### src/rtl/can_rx_frame_ctrl.sv
// -----------------------------------------------------------------------------
// can_rx_frame_ctrl
//
// Receive-side frame sequencer for a CAN 2.0A controller. It waits for eleven
// recessive bit times of bus idle, then detects the start-of-frame edge and
// enables the bit sampler. It then consumes the sampler's bit stream, removes
// stuff bits, and parses the standard header (SOF, ID, RTR, IDE, r0, DLC) and
// the data field. At the CRC boundary it releases the sampler and presents the
// frame as parallel words with a one-cycle valid strobe. Stuff errors, a
// recessive SOF or an extended-format frame (IDE=1) drop the frame with a
// one-cycle abort strobe instead.
//
// Parameters
//   CLK_MHZ       system clock frequency in MHz
//   BITRATE_KBPS  CAN bit rate in kbit/s
//
// Ports
//   clk         system clock, rising edge
//   rst_n       asynchronous active-low reset
//   din         raw CAN RX line (1 = recessive), already synchronised
//   smp_en      enable to the bit sampler
//   smp_dout    sampled bit from the sampler
//   smp_dvalid  one-cycle strobe qualifying smp_dout
//   rx_id       received identifier
//   rx_rtr      received RTR bit
//   rx_dlc      received DLC, unclamped
//   rx_data     data bytes, left-justified (byte 0 in [63:56]), unused bits 0
//   rx_valid    one-cycle strobe, rx_* valid in this cycle
//   rx_abort    one-cycle strobe, frame dropped
// -----------------------------------------------------------------------------
module can_rx_frame_ctrl #(
  parameter int CLK_MHZ      = 100,
  parameter int BITRATE_KBPS = 1000
) (
  input  logic        clk,
  input  logic        rst_n,
  input  logic        din,
  output logic        smp_en,
  input  logic        smp_dout,
  input  logic        smp_dvalid,
  output logic [10:0] rx_id,
  output logic        rx_rtr,
  output logic [3:0]  rx_dlc,
  output logic [63:0] rx_data,
  output logic        rx_valid,
  output logic        rx_abort
);

  localparam int BIT_CLKS  = CLK_MHZ * 1000 / BITRATE_KBPS;
  localparam int IDLE_CLKS = 11 * BIT_CLKS;
  localparam int IDLE_W    = $clog2(IDLE_CLKS + 1);

  localparam logic [IDLE_W-1:0] IDLE_MAX = IDLE_W'(IDLE_CLKS);
  localparam logic [IDLE_W-1:0] IDLE_ONE = IDLE_W'(1);

  // Destuffed header bit positions (0 = SOF).
  localparam logic [4:0] POS_SOF    = 5'd0;
  localparam logic [4:0] POS_ID_LO  = 5'd1;
  localparam logic [4:0] POS_ID_HI  = 5'd11;
  localparam logic [4:0] POS_RTR    = 5'd12;
  localparam logic [4:0] POS_IDE    = 5'd13;
  localparam logic [4:0] POS_DLC_LO = 5'd15;
  localparam logic [4:0] POS_LAST   = 5'd18;

  typedef enum logic [1:0] {
    IDLE_WAIT,
    IDLE,
    HDR,
    DATA
  } state_t;

  state_t state;
  state_t state_next;

  // Bus idle detection
  logic [IDLE_W-1:0] idle_cnt;

  // Destuffing
  logic       last_bit;
  logic [2:0] run_cnt;      // 0 only before the SOF bit of a frame

  // Header / data collection
  logic [4:0]  hdr_cnt;
  logic [6:0]  data_cnt;
  logic [6:0]  nbits;
  logic [10:0] id_sh;
  logic        rtr_sh;
  logic [3:0]  dlc_sh;
  logic [63:0] data_sh;

  // Per-cycle decode
  logic        bit_in;
  logic        stuff_slot;
  logic        stuff_err;
  logic        bit_take;
  logic        hdr_take;
  logic        hdr_abort;
  logic        hdr_last;
  logic        frame_abort;
  logic        frame_done;
  logic [3:0]  dlc_full;
  logic [6:0]  nbits_calc;
  logic [5:0]  data_idx;
  logic [63:0] data_merged;

  // Registered-output next values
  logic smp_en_next;
  logic valid_next;
  logic abort_next;

  // ---------------------------------------------------------------------------
  // State register
  // ---------------------------------------------------------------------------
  always_ff @(posedge clk or negedge rst_n) begin
    // NOTE: sequential state uses non-blocking assignments so every register
    // in the design samples the values present before the clock edge.
    if (!rst_n) state <= IDLE_WAIT;
    else        state <= state_next;
  end

  // ---------------------------------------------------------------------------
  // Bit decode: destuffing, header field positions and frame end conditions
  // ---------------------------------------------------------------------------
  always_comb begin
    // Sampler strobes only count while we own the sampler inside a frame.
    bit_in     = smp_dvalid && smp_en && (state == HDR || state == DATA);
    // After five equal bits the next bit is a stuff bit; it must differ.
    stuff_slot = (run_cnt == 3'd5);
    stuff_err  = bit_in && stuff_slot && (smp_dout == last_bit);
    bit_take   = bit_in && !stuff_slot;
    hdr_take   = bit_take && (state == HDR);

    hdr_abort  = hdr_take && smp_dout &&
                 (hdr_cnt == POS_SOF || hdr_cnt == POS_IDE);
    hdr_last   = hdr_take && (hdr_cnt == POS_LAST);

    // The final DLC bit is still on smp_dout when the header completes.
    dlc_full   = {dlc_sh[2:0], smp_dout};
    if (rtr_sh)           nbits_calc = 7'd0;
    else if (dlc_full[3]) nbits_calc = 7'd64;   // DLC 8..15 all carry 8 bytes
    else                  nbits_calc = {1'b0, dlc_full[2:0], 3'b000};

    // Data is written MSB first from bit 63 down, so the field ends up
    // left-justified without a variable shift at completion.
    data_idx              = ~data_cnt[5:0];
    data_merged           = data_sh;
    data_merged[data_idx] = smp_dout;

    frame_abort = stuff_err || hdr_abort;
    frame_done  = (hdr_last && nbits_calc == 7'd0) ||
                  (bit_take && state == DATA && data_cnt == nbits - 7'd1);
  end

  // ---------------------------------------------------------------------------
  // Next-state logic
  // ---------------------------------------------------------------------------
  always_comb begin
    // NOTE: every combinational output gets a default first, so no path
    // leaves it unassigned and no latch is inferred.
    state_next = state;
    case (state)
      IDLE_WAIT: if (idle_cnt == IDLE_MAX) state_next = IDLE;
      IDLE:      if (!din)                 state_next = HDR;
      HDR: begin
        if (frame_abort || frame_done) state_next = IDLE_WAIT;
        else if (hdr_last)             state_next = DATA;
      end
      DATA:      if (frame_abort || frame_done) state_next = IDLE_WAIT;
      default:   state_next = IDLE_WAIT;
    endcase
  end

  // ---------------------------------------------------------------------------
  // Output decode (values registered below)
  // ---------------------------------------------------------------------------
  always_comb begin
    smp_en_next = smp_en;
    case (state)
      IDLE_WAIT: smp_en_next = 1'b0;
      IDLE:      smp_en_next = !din;
      HDR, DATA: if (frame_done || frame_abort) smp_en_next = 1'b0;
      default:   smp_en_next = 1'b0;
    endcase
    // Done and abort cannot coincide; the guard keeps the strobes exclusive
    // regardless.
    valid_next = frame_done && !frame_abort;
    abort_next = frame_abort;
  end

  // ---------------------------------------------------------------------------
  // Idle counter: counts recessive clocks, cleared by any dominant clock and
  // held at zero outside IDLE_WAIT so every re-entry needs a full idle period.
  // ---------------------------------------------------------------------------
  always_ff @(posedge clk or negedge rst_n) begin
    if (!rst_n) begin
      idle_cnt <= '0;
    end else if (state != IDLE_WAIT || !din) begin
      idle_cnt <= '0;
    end else if (idle_cnt != IDLE_MAX) begin
      idle_cnt <= idle_cnt + IDLE_ONE;
    end
  end

  // ---------------------------------------------------------------------------
  // Destuff run tracking. SOF is the first bit of the first run; a stuff bit
  // starts a new run of its own value.
  // ---------------------------------------------------------------------------
  always_ff @(posedge clk or negedge rst_n) begin
    if (!rst_n) begin
      last_bit <= 1'b0;
      run_cnt  <= 3'd0;
    end else if (state == IDLE) begin
      last_bit <= 1'b0;
      run_cnt  <= 3'd0;
    end else if (bit_in) begin
      if (stuff_slot || run_cnt == 3'd0 || smp_dout != last_bit) begin
        last_bit <= smp_dout;
        run_cnt  <= 3'd1;
      end else begin
        run_cnt  <= run_cnt + 3'd1;
      end
    end
  end

  // ---------------------------------------------------------------------------
  // Header and data shadow registers
  // ---------------------------------------------------------------------------
  always_ff @(posedge clk or negedge rst_n) begin
    if (!rst_n) begin
      hdr_cnt  <= '0;
      data_cnt <= '0;
      nbits    <= '0;
      id_sh    <= '0;
      rtr_sh   <= 1'b0;
      dlc_sh   <= '0;
      data_sh  <= '0;
    end else if (state == IDLE) begin
      hdr_cnt  <= '0;
      data_cnt <= '0;
      nbits    <= '0;
      id_sh    <= '0;
      rtr_sh   <= 1'b0;
      dlc_sh   <= '0;
      data_sh  <= '0;
    end else if (bit_take) begin
      if (state == HDR) begin
        hdr_cnt <= hdr_cnt + 5'd1;
        if (hdr_cnt >= POS_ID_LO && hdr_cnt <= POS_ID_HI) id_sh <= {id_sh[9:0], smp_dout};
        if (hdr_cnt == POS_RTR)    rtr_sh <= smp_dout;
        if (hdr_cnt >= POS_DLC_LO) dlc_sh <= dlc_full;
        if (hdr_cnt == POS_LAST)   nbits  <= nbits_calc;
      end else begin
        data_sh  <= data_merged;
        data_cnt <= data_cnt + 7'd1;
      end
    end
  end

  // ---------------------------------------------------------------------------
  // Registered outputs. rx_* only change on a completed frame, so an abort
  // leaves the previous frame visible.
  // ---------------------------------------------------------------------------
  always_ff @(posedge clk or negedge rst_n) begin
    if (!rst_n) begin
      smp_en   <= 1'b0;
      rx_valid <= 1'b0;
      rx_abort <= 1'b0;
      rx_id    <= '0;
      rx_rtr   <= 1'b0;
      rx_dlc   <= '0;
      rx_data  <= '0;
    end else begin
      smp_en   <= smp_en_next;
      rx_valid <= valid_next;
      rx_abort <= abort_next;
      if (valid_next) begin
        rx_id   <= id_sh;
        rx_rtr  <= rtr_sh;
        // The completing bit has not reached the shadows yet.
        rx_dlc  <= (state == HDR)  ? dlc_full    : dlc_sh;
        rx_data <= (state == DATA) ? data_merged : data_sh;
      end
    end
  end

endmodule
### config.mk
export PLATFORM = sky130hd
export DESIGN_NAME = can_rx_frame_ctrl
export DESIGN_NICKNAME = d
export VERILOG_FILES = /design/src/rtl/can_rx_frame_ctrl.sv
export SDC_FILE = /design/constraint.sdc
export NUM_CORES = 1
export LEC_CHECK = 0
export ABC_AREA = 0
export CAP_MARGIN = 20
export CORE_UTILIZATION = 40
export CTS_CLUSTER_SIZE = 24
export DETAILED_ROUTE_END_ITERATION = 16
export PLACE_DENSITY = 0.7
export SLEW_MARGIN = 20
export SYNTH_ARGS = -nofsm -noshare
export SYNTH_HDL_FRONTEND = slang
export SYNTH_SLANG_ARGS = --single-unit
### constraint.sdc
create_clock -name clk -period 3.2 [get_ports clk]
set_clock_uncertainty 0.2 [all_clocks]
set_input_delay 0.64 -clock clk [delete_from_list [all_inputs] [get_ports clk]]
set_output_delay 0.64 -clock clk [all_outputs]
set_load 0.05 [all_outputs]
==> results_dict.tcl, run 1 <==
set metrics [dict create \
    wl_per_cell_um 16.8 \
    initialDrtViolationCount 780 \
    area_of_the_multi_input_gates_um2 4510 \
    worstMarginPinSlew_ns 0.724 \
    via_count_of_the_first_global_routing_pass 7380 \
    postSynthRegisterBits 196 \
    dieArea_um2 25200 \
    timing.critical_path.from "hdr_cnt[0]" \
    power_per_cell_area_nw_per_um2 405 \
    timing.critical_path.required_ns 3.33 \
    cts-root-buf "sky130_fd_sc_hd__clkbuf_16" \
    clk_transition_reported_paths_ns 0.08 \
    dominant_synthesized_flop_cell "sky130_fd_sc_hd__dfrtp_1" \
    start_kind "register" \
    synthesis.area_um2 9820 \
    detail-route-antenna-nets 0 \
    synthSimpleGateAreaFrac_pct 16.8 \
    floorplan.die.width_um 159 \
    finish.net_count 1157 \
    post-cts-setup-buffer-count 0 \
    synth_compound_area_share_pct 16.9 \
    synth_cells 1073 \
    outcome "finished, final reports clean" \
    cp_slowest_cell "sky130_fd_sc_hd__dfrtp_1" \
    drt_drc_violations_left 0 \
    timing.critical_path.arrival_ns 3.01 \
    io_buffer_count 87 \
    clock_tree.buffer_depth 2 \
    synth_edf_count 0 \
    cp_cell_sequence "inv_1, ha_1, or3b_1, a2111o_1, a21oi_2, o21bai_4, buf_4, mux2_2" \
    core.rowCount 56 \
    synth_top_family_by_area "compound AO/OA/AOI/OAI gates" \
    grt_usage_pct 20.5 \
    peakVddDrop_uv 297 \
    final-seq-area_um2 4900 \
    cp-endpoint "rx_id[10]" \
    global_route.overflow_total 0 \
    final_hold_violation_count 0 \
    synth.area.top_cells "sky130_fd_sc_hd__dfrtp_1, sky130_fd_sc_hd__o21ai_0, sky130_fd_sc_hd__nand2_1" \
    grt_antenna_before_repair 0 \
    instance_count_on_the_critical_path 8 \
    worstReg2RegEnd "rx_id[10]" \
    maxSlewViolCount 0 \
    path_buf_inv 2 \
    yosysTopAreaCell "sky130_fd_sc_hd__dfrtp_1" \
    post_dp_hpwl_um 16000 \
    filler_cell_count 2196 \
    final_weighted_congestion_of_routability_driven_global_placement 0.798 \
    synth.net_count 1095 \
    route.detailed.vias_per_inst 5.41 \
    final-setup-viol-count 0 \
    final.setup.tns_ns 0 \
    floorplan.io_pins 88 \
    postSynthAreaPerCell_um2 9.15 \
    timing.critical_path.to_type "register" \
    rr_startpoint "hdr_cnt[0]" \
    synth_seq_area_share_pct 50.0 \
    placed_cell_area_um2 11100 \
    final_layout_size_suffix_gt1_share_pct 8.97 \
    finalCriticalPeriod_ns 2.88 \
    finalWirelength_um 24700 \
    hold_class "register to register" \
    p_leak_uw 0.00492 \
    grt_start_max_net_pins 82 \
    synth.mux.area_fraction_pct 8.64 \
    hold-path-cell-count 2 \
    crit_fanout 12 \
    cts_tree "built" \
    timing_worst_setup_path_type "register to register" \
    critical_path.max_stage_delay_ns 0.45 \
    cts_buffers 17 \
    adder_and_majority_gate_portion_of_the_synthesized_area_pct 2.17 \
    grt_setup_unrepaired "false" \
    final_cell_area_um2 11700 \
    clock.fmax_mhz 347 \
    synth_xor_area_share_pct 1.25 \
    synthArstFlopShare_pct 100 \
    min_period_over_period_pct 89.9 \
    first_pass_drt_iterations 5 \
    floorplan_die_height_um 159 \
    slew_headroom_pct 51.7 \
    depth_of_the_worst_register_to_register_path 8 \
    max_cap_viol_count 0 \
    cts_num_sinks 196 \
    top_area_cell_type_share_of_the_netlist_area_pct 50.0 \
    timing.critical_path.max_delay_family "compound AO/OA/AOI/OAI gates" \
    diodes 0 \
    placeableCoreArea_um2 23800 \
    start_util_pct 41.3 \
    layout-area-overhead-vs-synth_pct 19.3 \
    setup.reg_to_reg.worst_slack_ns 0.32 \
    route.vias.total 7942 \
    grt_first_pass_wirelength_um 39900 \
    synth_cell_types 53 \
    yosys_warns 0 \
    maximum_level_of_the_cts_h_tree 4 \
    worst_skew_late_latency_ns 0.43 \
]
## routing by layer
layer	track usage, %	wire length (um)	up-vias
li1	-	-	3818
met1	30.0	11400	3868
met2	31.2	11500	229
met3	3.65	1430	27
met4	5.45	317	0
met5	0	0	-
## how the worst min path moves through the flow
| stage | slack, ns | from | to |
|---|---|---|---|
| after global placement | 0.26 | rx_data[51] | rx_data[51] |
| final | 0.28 | rx_data[44] | rx_data[44] |
| after global routing | 0.31 | rx_data[36] | rx_data[36] |
| after floorplan | 0.14 | rst_n | data_cnt[0] |
| after detailed placement | 0.27 | rx_data[44] | rx_data[44] |
| after CTS | 0.29 | rx_data[44] | rx_data[44] |
## cell usage in the layout (no fill, tap or decap), types with 3 or more instances in the layout
cell                              synthesis  routed
sky130_fd_sc_hd__o31ai_1                  3       3
sky130_fd_sc_hd__and3_1                   7       7
sky130_fd_sc_hd__and2_1                   5       5
sky130_fd_sc_hd__dfrtp_1                196     196
sky130_fd_sc_hd__nand2b_1                 7       7
sky130_fd_sc_hd__buf_12                   0       5
sky130_fd_sc_hd__nand3b_1                 5       5
sky130_fd_sc_hd__inv_6                    0       5
sky130_fd_sc_hd__or3_1                    4       4
sky130_fd_sc_hd__ha_1                    17      16
sky130_fd_sc_hd__mux2_2                  12      12
sky130_fd_sc_hd__or3b_2                   4       4
sky130_fd_sc_hd__inv_1                   14      14
sky130_fd_sc_hd__mux2i_1                 69      69
sky130_fd_sc_hd__xor2_1                   8       8
sky130_fd_sc_hd__a21oi_1                 37      37
sky130_fd_sc_hd__buf_4                    0      36
sky130_fd_sc_hd__clkdlybuf4s50_1          0      85
sky130_fd_sc_hd__clkbuf_16                0      17
sky130_fd_sc_hd__nor2b_1                  4       4
sky130_fd_sc_hd__nor4_1                   3       3
sky130_fd_sc_hd__xnor2_1                  6       6
sky130_fd_sc_hd__nand3_1                 26      26
sky130_fd_sc_hd__nand2_1                213     212
sky130_fd_sc_hd__a22o_1                  15      15
sky130_fd_sc_hd__nor3_1                   9       9
sky130_fd_sc_hd__inv_8                    0       3
sky130_fd_sc_hd__nor2_1                  66      66
sky130_fd_sc_hd__a31oi_1                  4       4
sky130_fd_sc_hd__or2_2                    4       4
sky130_fd_sc_hd__nor3b_1                  7       7
sky130_fd_sc_hd__o21ai_0                178     178
sky130_fd_sc_hd__and3b_1                  4       4
sky130_fd_sc_hd__a22oi_1                 38      38
## worst reg2reg max path: cells and delay by family, from the launching register on
kind	cells	cell delay, ns
buf+inv	2	0.39
flops	1	0.45
compound gates	3	0.89
simple gates	1	0.34
fa+ha+maj	1	0.16
mux	1	0.34
## through the flow
| step | hold WS (ns) | setup slack (ns) | util [%] | instances | total power, uW |
|---|---|---|---|---|---|
| 2_1_floorplan | 0.144 | 0.568 | - | 1073 | 2560 |
| 3_3_place_gp | 0.263 | 0.289 | 46.7 | 1434 | 2620 |
| 3_5_place_dp | 0.270 | 0.232 | 46.7 | 1434 | 2620 |
| 4_1_cts | 0.286 | 0.232 | 49.3 | 1467 | 4780 |
| 5_1_grt | 0.307 | 0.124 | 49.3 | 1467 | 4890 |
| 6_report | 0.279 | 0.322 | 49.3 | 1467 | 4740 |
## power breakdown
group	leakage (uW)	total, uW	internal [uW]	switching (uW)
sequential	0.00273	2480	2480	3.05
clock	0.000292	2170	1120	1050
combinational	0.00190	91.9	19.1	72.8
total	0.00492	4740	3610	1130
## logic make-up after synthesis
group                    count (synthesis)
AO/OA/AOI/OAI                          288
XOR/XNOR                                14
adder cells (fa/ha/maj)                 17
buffers and inverters                  100
flip-flops                             196
multiplexers                            83
AND/OR/NAND/NOR                        375
## state kept, by name (all words and copies together) (netlist names), 2 cells and up
| name | count |
|---|---|
| data_cnt | 7 |
| data_sh | 64 |
| rx_dlc | 4 |
| run_cnt | 3 |
| rx_id | 11 |
| dlc_sh | 4 |
| nbits | 4 |
| rx_data | 64 |
| id_sh | 11 |
| hdr_cnt | 5 |
| state | 2 |
| idle_cnt | 11 |
## timing repair
item                                    in CTS  in global routing
resized for setup                            0                  1
hold endpoints to repair                    37                  0
hold buffers                                 1                  0
endpoints found under the setup margin       0                  6
## synthesized netlist by cell type, types with 5 or more instances
cell type	instances
sky130_fd_sc_hd__clkbuf_1	70
sky130_fd_sc_hd__xnor2_1	6
sky130_fd_sc_hd__ha_1	17
sky130_fd_sc_hd__a22oi_1	38
sky130_fd_sc_hd__nor3_1	9
sky130_fd_sc_hd__nand2b_1	7
sky130_fd_sc_hd__a21oi_1	37
sky130_fd_sc_hd__mux2_2	12
sky130_fd_sc_hd__buf_2	9
sky130_fd_sc_hd__nor3b_1	7
sky130_fd_sc_hd__nand3_1	26
sky130_fd_sc_hd__inv_1	14
sky130_fd_sc_hd__mux2i_1	69
sky130_fd_sc_hd__o21ai_0	178
sky130_fd_sc_hd__and3_1	7
sky130_fd_sc_hd__nand2_1	213
sky130_fd_sc_hd__nand3b_1	5
sky130_fd_sc_hd__and2_1	5
sky130_fd_sc_hd__xor2_1	8
sky130_fd_sc_hd__a22o_1	15
sky130_fd_sc_hd__nor2_1	66
sky130_fd_sc_hd__dfrtp_1	196
## final cells by class
class | instances | area share (%)
Inverter | 14 | 0.449
Sequential cell | 196 | 41.9
Tap cell | 319 | 3.41
Multi-Input combinational cell | 777 | 38.5
Timing Repair Buffer | 129 | 10.7
Clock inverter | 14 | 1.39
Clock buffer | 18 | 3.66
(Power assumes the default switching activity.)
==> run 2, diff against run 1 <==
Settings changed: ABC_AREA 0 to 1.
==> results_dict.tcl, run 2 <==
set metrics [dict create \
    first_pass_drt_iterations 5 \
    via_count_of_the_first_global_routing_pass 8233 \
    hold_class "input pin to async pin" \
    cp_slowest_cell "sky130_fd_sc_hd__buf_4" \
    cts-root-buf "sky130_fd_sc_hd__clkbuf_16" \
    synth_most_common_cell "sky130_fd_sc_hd__nand2_1" \
    start_kind "register" \
    peakVddDrop_uv 292 \
    io_buffer_count 87 \
    synth_edf_count 0 \
    initialDrtViolationCount 681 \
    filler_cell_count 2328 \
    post-cts-setup-buffer-count 0 \
    layout_setup_ws_ns 0.597 \
    final.setup.tns_ns 0 \
    drt_drc_violations_left 0 \
    route.detailed.vias_per_inst 5.22 \
    cells_resized_by_post_cts_repair 0 \
    clock.fmax_mhz 384 \
    cts_buffers 17 \
    post-place-ws_ns 0.0891 \
    postSynthAreaPerCell_um2 7.91 \
    floorplan_die_height_um 159 \
    grt_antenna_before_repair 0 \
    grt_first_pass_wirelength_um 41000 \
    timing.critical_path.to_type "register" \
    yosysTopAreaCell "sky130_fd_sc_hd__dfrtp_1" \
    crit_fanout 41 \
    placeableCoreArea_um2 24200 \
    route.vias.total 8620 \
    area_of_the_multi_input_gates_um2 4120 \
    largest_registers "data_sh: 64 flops, rx_data: 64 flops" \
    final-setup-viol-count 0 \
    clk_transition_reported_paths_ns 0.07 \
    final_layout_size_suffix_gt1_share_pct 6.78 \
    yosys_warns 0 \
    final_core_util_pct 48.4 \
    synth_seq_area_share_pct 49.7 \
    path_buf_inv 4 \
    diodes 0 \
    synthArstFlopShare_pct 100 \
    post_dp_hpwl_um 15500 \
    finish.net_count 1337 \
    cts.hold.buffers_added 0 \
    p_leak_uw 0.00561 \
    core.rowCount 57 \
    min_period_over_period_pct 81.3 \
    worstMarginPinSlew_ns 0.779 \
    synthesis.area_um2 9870 \
    clock_tree.buffer_depth 2 \
    dieArea_um2 25300 \
    synth.net_count 1270 \
    slew_headroom_pct 47.8 \
    timing.critical_path.arrival_ns 2.69 \
    synth.area.top_cells "sky130_fd_sc_hd__dfrtp_1, sky130_fd_sc_hd__nand2_1, sky130_fd_sc_hd__o21ai_0" \
    mostFrequentLayoutCell "sky130_fd_sc_hd__nand2_1" \
    worst_skew_late_latency_ns 0.43 \
    cp_cell_sequence "inv_1, ha_1, inv_1, nand2_2, nand3_2, nand2_1, nand2_1, inv_2, nand2_1, buf_4, o22ai_1" \
    grt_usage_pct 19.9 \
    timing.critical_path.required_ns 3.29 \
    layout.cells.most_common_list "sky130_fd_sc_hd__nand2_1, sky130_fd_sc_hd__dfrtp_1, sky130_fd_sc_hd__inv_1, sky130_fd_sc_hd__o21ai_0, sky130_fd_sc_hd__clkdlybuf4s50_1" \
    grt_setup_unrepaired "false" \
    max_cap_viol_count 0 \
    power_per_cell_area_nw_per_um2 407 \
    global_route.overflow_total 0 \
    final_weighted_congestion_of_routability_driven_global_placement 0.864 \
    floorplan.io_pins 88 \
    layout-area-overhead-vs-synth_pct 18.9 \
    timing_worst_setup_path_type "register to register" \
    placed_cell_area_um2 11100 \
    wl_per_cell_um 14.7 \
    grt_start_max_net_pins 93 \
    outcome "finished, final reports clean" \
    floorplan.die.width_um 159 \
    finalCriticalPeriod_ns 2.60 \
    finalWirelength_um 24300 \
    synth_cell_types 32 \
    postSynthRegisterBits 196 \
    post_synth_most_frequent_cells "sky130_fd_sc_hd__nand2_1, sky130_fd_sc_hd__dfrtp_1, sky130_fd_sc_hd__inv_1" \
    cts_tree "built" \
    final-seq-area_um2 4900 \
    cts_num_sinks 196 \
    crit_path_frequent_cell "sky130_fd_sc_hd__nand2_1" \
    final_cell_area_um2 11700 \
    detail-route-antenna-nets 0 \
    top_area_cell_type_share_of_the_netlist_area_pct 49.7 \
    maximum_level_of_the_cts_h_tree 4 \
    start_util_pct 40.7 \
    final_hold_violation_count 0 \
    timing.critical_path.max_delay_family "buffers and inverters" \
    critical_path.max_stage_delay_ns 0.41 \
    synth_cells 1248 \
    dominant_synthesized_flop_cell "sky130_fd_sc_hd__dfrtp_1" \
    maxSlewViolCount 0 \
]
## run 2: cell count changes after synthesis, moves of 24 or more
cell / previous run / this run
sky130_fd_sc_hd__a31oi_1: 4 / 38
sky130_fd_sc_hd__mux2i_1: 69 / 0
sky130_fd_sc_hd__o211ai_1: 0 / 44
sky130_fd_sc_hd__clkbuf_1: 70 / 23
sky130_fd_sc_hd__nor2_1: 66 / 42
sky130_fd_sc_hd__inv_1: 14 / 132
sky130_fd_sc_hd__a22oi_1: 38 / 0
sky130_fd_sc_hd__o21ai_0: 178 / 102
sky130_fd_sc_hd__nand3_1: 26 / 66
sky130_fd_sc_hd__o22ai_1: 0 / 42
sky130_fd_sc_hd__nand2_1: 213 / 386
sky130_fd_sc_hd__buf_2: 9 / 40
## run 2: metal layers
metal / part of all wire, % / global-route usage, % / vias to the layer above
met1: 46 / 26.8 / 4083
met2: 47 / 32.4 / 248
met5: 0 / 0 / -
met4: 2.0 / 6.03 / 0
li1: - / - / 4254
met3: 5.1 / 3.78 / 35
## run 2: kinds of logic (layout without fill, tap and decap cells)
group | after synthesis | after routing | synth area share [%]
simple gates | 527 | 527 | 22.0
xor+xnor | 5 | 5 | 0.444
compound gates | 291 | 291 | 17.1
fa+ha+maj | 17 | 17 | 2.15
flops | 196 | 196 | 49.7
buf+inv | 212 | 292 | 8.68
## run 2: metrics by stage
step	std cells	total power, uW	hold slack [ns]
after global routing	1652	4940	0.0642
after global placement	1620	2630	0.261
after floorplan	1248	2550	0.144
after CTS	1652	4820	0.0391
final	1652	4780	0.0177
after detailed placement	1620	2630	0.265
## run 2: power breakdown
group	internal, uW	switching, uW	total (uW)	leakage [uW]
Clock	1260	947	2200	0.000284
Combinational	20.2	76.8	97.0	0.00306
Sequential	2480	2.54	2480	0.00226
Total	3760	1030	4780	0.00561
## run 2: area by class of cell
class,count,share of cell area [%]
well taps,324,3.45
flip-flops and latches,196,41.8
clock inverters,11,1.30
inverters,139,4.45
repair buffers,121,10.1
clock buffers,21,3.84
multi-input cells,840,35.1
## run 2: worst paths after layout
check | from | end | slack, ns | cells past startpoint
worst max-delay path | state[0] | data_sh[61] | 0.60 | 11
worst min-delay path | rst_n | data_sh[13] | 0.02 | 1
worst max register to register | state[0] | data_sh[61] | 0.60 | 11
worst min register to register | rx_data[8] | rx_data[8] | 0.28 | 2
max in group asynchronous | rst_n | rx_data[2] | 2.05 | 2
min in group clk | rx_data[8] | rx_data[8] | 0.28 | 2
==> run 3, diff against run 2 <==
Clock period 3.2 ns to 2.55 ns, I/O delays scaled along.
==> results_dict.tcl, run 3 (synthesis results as in run 2) <==
set metrics [dict create \
    layout.cells.most_common_list "sky130_fd_sc_hd__nand2_1, sky130_fd_sc_hd__dfrtp_1, sky130_fd_sc_hd__inv_1, sky130_fd_sc_hd__o21ai_0, sky130_fd_sc_hd__clkdlybuf4s50_1" \
    timing.critical_path.to_type "output port" \
    floorplan.die.width_um 159 \
    initialDrtViolationCount 688 \
    placeableCoreArea_um2 24200 \
    depth_of_the_worst_register_to_register_path 7 \
    path_buf_inv 1 \
    core.rowCount 57 \
    cp_slowest_cell "sky130_fd_sc_hd__clkdlybuf4s50_1" \
    grt_start_max_net_pins 79 \
    floorplan_die_height_um 159 \
    p_leak_uw 0.00575 \
    cp_cell_sequence "clkdlybuf4s50_1" \
    crit_fanout 3 \
    io_buffer_count 87 \
    wl_per_cell_um 14.6 \
    maximum_level_of_the_cts_h_tree 4 \
    timing_worst_setup_path_type "register to output port" \
    cts_num_sinks 196 \
    timing.hold.ws_ns 0.280 \
    route.vias.total 8662 \
    cts-root-buf "sky130_fd_sc_hd__clkbuf_16" \
    setup.reg_to_reg.worst_slack_ns 0.27 \
    maxSlewViolCount 0 \
    cts_tree "built" \
    floorplan.io_pins 88 \
    outcome "finished, final reports clean" \
    detail-route-antenna-nets 0 \
    min_period_over_period_pct 95.1 \
    timing.critical_path.from "smp_en" \
    peakVddDrop_uv 361 \
    largest_registers "data_sh: 64 flops, rx_data: 64 flops" \
    layout-area-overhead-vs-synth_pct 21.2 \
    post-cts-setup-buffer-count 0 \
    cts_buffers 17 \
    finalWirelength_um 24400 \
    rr_startpoint "state[1]" \
    critical_path.max_stage_delay_ns 0.84 \
    hold_class "register to register" \
    clock.fmax_mhz 412 \
    grt_usage_pct 19.8 \
    filler_cell_count 2305 \
    worstReg2RegEnd "nbits[4]" \
    drt_drc_violations_left 0 \
    worst_skew_late_latency_ns 0.44 \
    final_hold_violation_count 0 \
    worstMarginPinSlew_ns 0.809 \
    timing.critical_path.arrival_ns 1.71 \
    grt_setup_unrepaired "false" \
    final_layout_size_suffix_gt1_share_pct 8.59 \
    start_util_pct 40.7 \
    route.detailed.vias_per_inst 5.17 \
    cp-endpoint "smp_en" \
    finalCriticalPeriod_ns 2.42 \
    clk_transition_reported_paths_ns 0.08 \
    final_weighted_congestion_of_routability_driven_global_placement 0.831 \
    area_of_the_multi_input_gates_um2 4130 \
    diodes 0 \
    mostFrequentLayoutCell "sky130_fd_sc_hd__nand2_1" \
    post_dp_hpwl_um 16200 \
    slew_headroom_pct 46.1 \
    grt_antenna_before_repair 0 \
    power_per_cell_area_nw_per_um2 495 \
    via_count_of_the_first_global_routing_pass 8161 \
    clock_tree.buffer_depth 2 \
    instance_count_on_the_critical_path 1 \
    global_route.overflow_total 0 \
    dieArea_um2 25300 \
    max_cap_viol_count 0 \
    finish.net_count 1359 \
    final-seq-area_um2 4900 \
    start_kind "register" \
    first_pass_drt_iterations 5 \
    grt_first_pass_wirelength_um 41000 \
    final.setup.tns_ns 0 \
    timing.critical_path.max_delay_family "buffers and inverters" \
    final-setup-viol-count 0 \
    timing.critical_path.required_ns 1.84 \
]
run 3: how the worst min path moves through the flow:
stage | endpoint | startpoint | cells past startpoint | slack, ns
finish | run_cnt[2] | run_cnt[2] | 1 | 0.28
global route | rx_data[26] | rx_data[26] | 2 | 0.29
CTS | run_cnt[2] | run_cnt[2] | 1 | 0.29
detailed placement | rx_data[26] | rx_data[26] | 2 | 0.27
global placement | rx_data[28] | rx_data[28] | 2 | 0.26
floorplan | data_cnt[0] | rst_n | 0 | 0.01
run 3: area by class of cell:
cell class / instances / area share [%]
flip-flops and latches: 196 / 41.0
multi-input cells: 840 / 34.5
repair buffers: 143 / 11.9
inverters: 139 / 4.36
clock buffers: 17 / 3.56
well taps: 324 / 3.39
clock inverters: 15 / 1.33
run 3: per-stage QoR:
| stage | instances | power, uW | area [um^2] | util (%) | setup slack, ns |
|---|---|---|---|---|---|
| 2_1_floorplan | 1248 | 3200 | 9870 | - | 0.410 |
| 3_3_place_gp | 1641 | 3310 | 11400 | 46.9 | 0.118 |
| 3_5_place_dp | 1641 | 3310 | 11400 | 46.9 | 0.0784 |
| 4_1_cts | 1674 | 5970 | 12000 | 49.3 | 0.103 |
| 5_1_grt | 1674 | 6130 | 12000 | 49.3 | 0.0466 |
| 6_report | 1674 | 5920 | 12000 | 49.3 | 0.126 |
run 3: what timing repair did:
action                     4_1_cts  5_1_grt
setup endpoints to repair        0        3
gates resized for setup          0        2
hold endpoints to repair        43        0
hold buffers                     1        0
run 3: routing by layer:
| metal | up-vias | GRT usage [%] | routed length, um |
|---|---|---|---|
| li1 | 4307 | - | - |
| met1 | 4102 | 27.6 | 11400 |
| met2 | 235 | 31.9 | 11600 |
| met3 | 18 | 3.18 | 1120 |
| met4 | 0 | 5.59 | 253 |
| met5 | - | 0 | 0 |
run 3: report_power, final:
| part | internal, uW | total, uW | switching (uW) |
|---|---|---|---|
| Combinational | 32.6 | 132 | 99.8 |
| Clock | 1320 | 2670 | 1360 |
| Sequential | 3110 | 3110 | 3.56 |
| Total | 4460 | 5920 | 1460 |
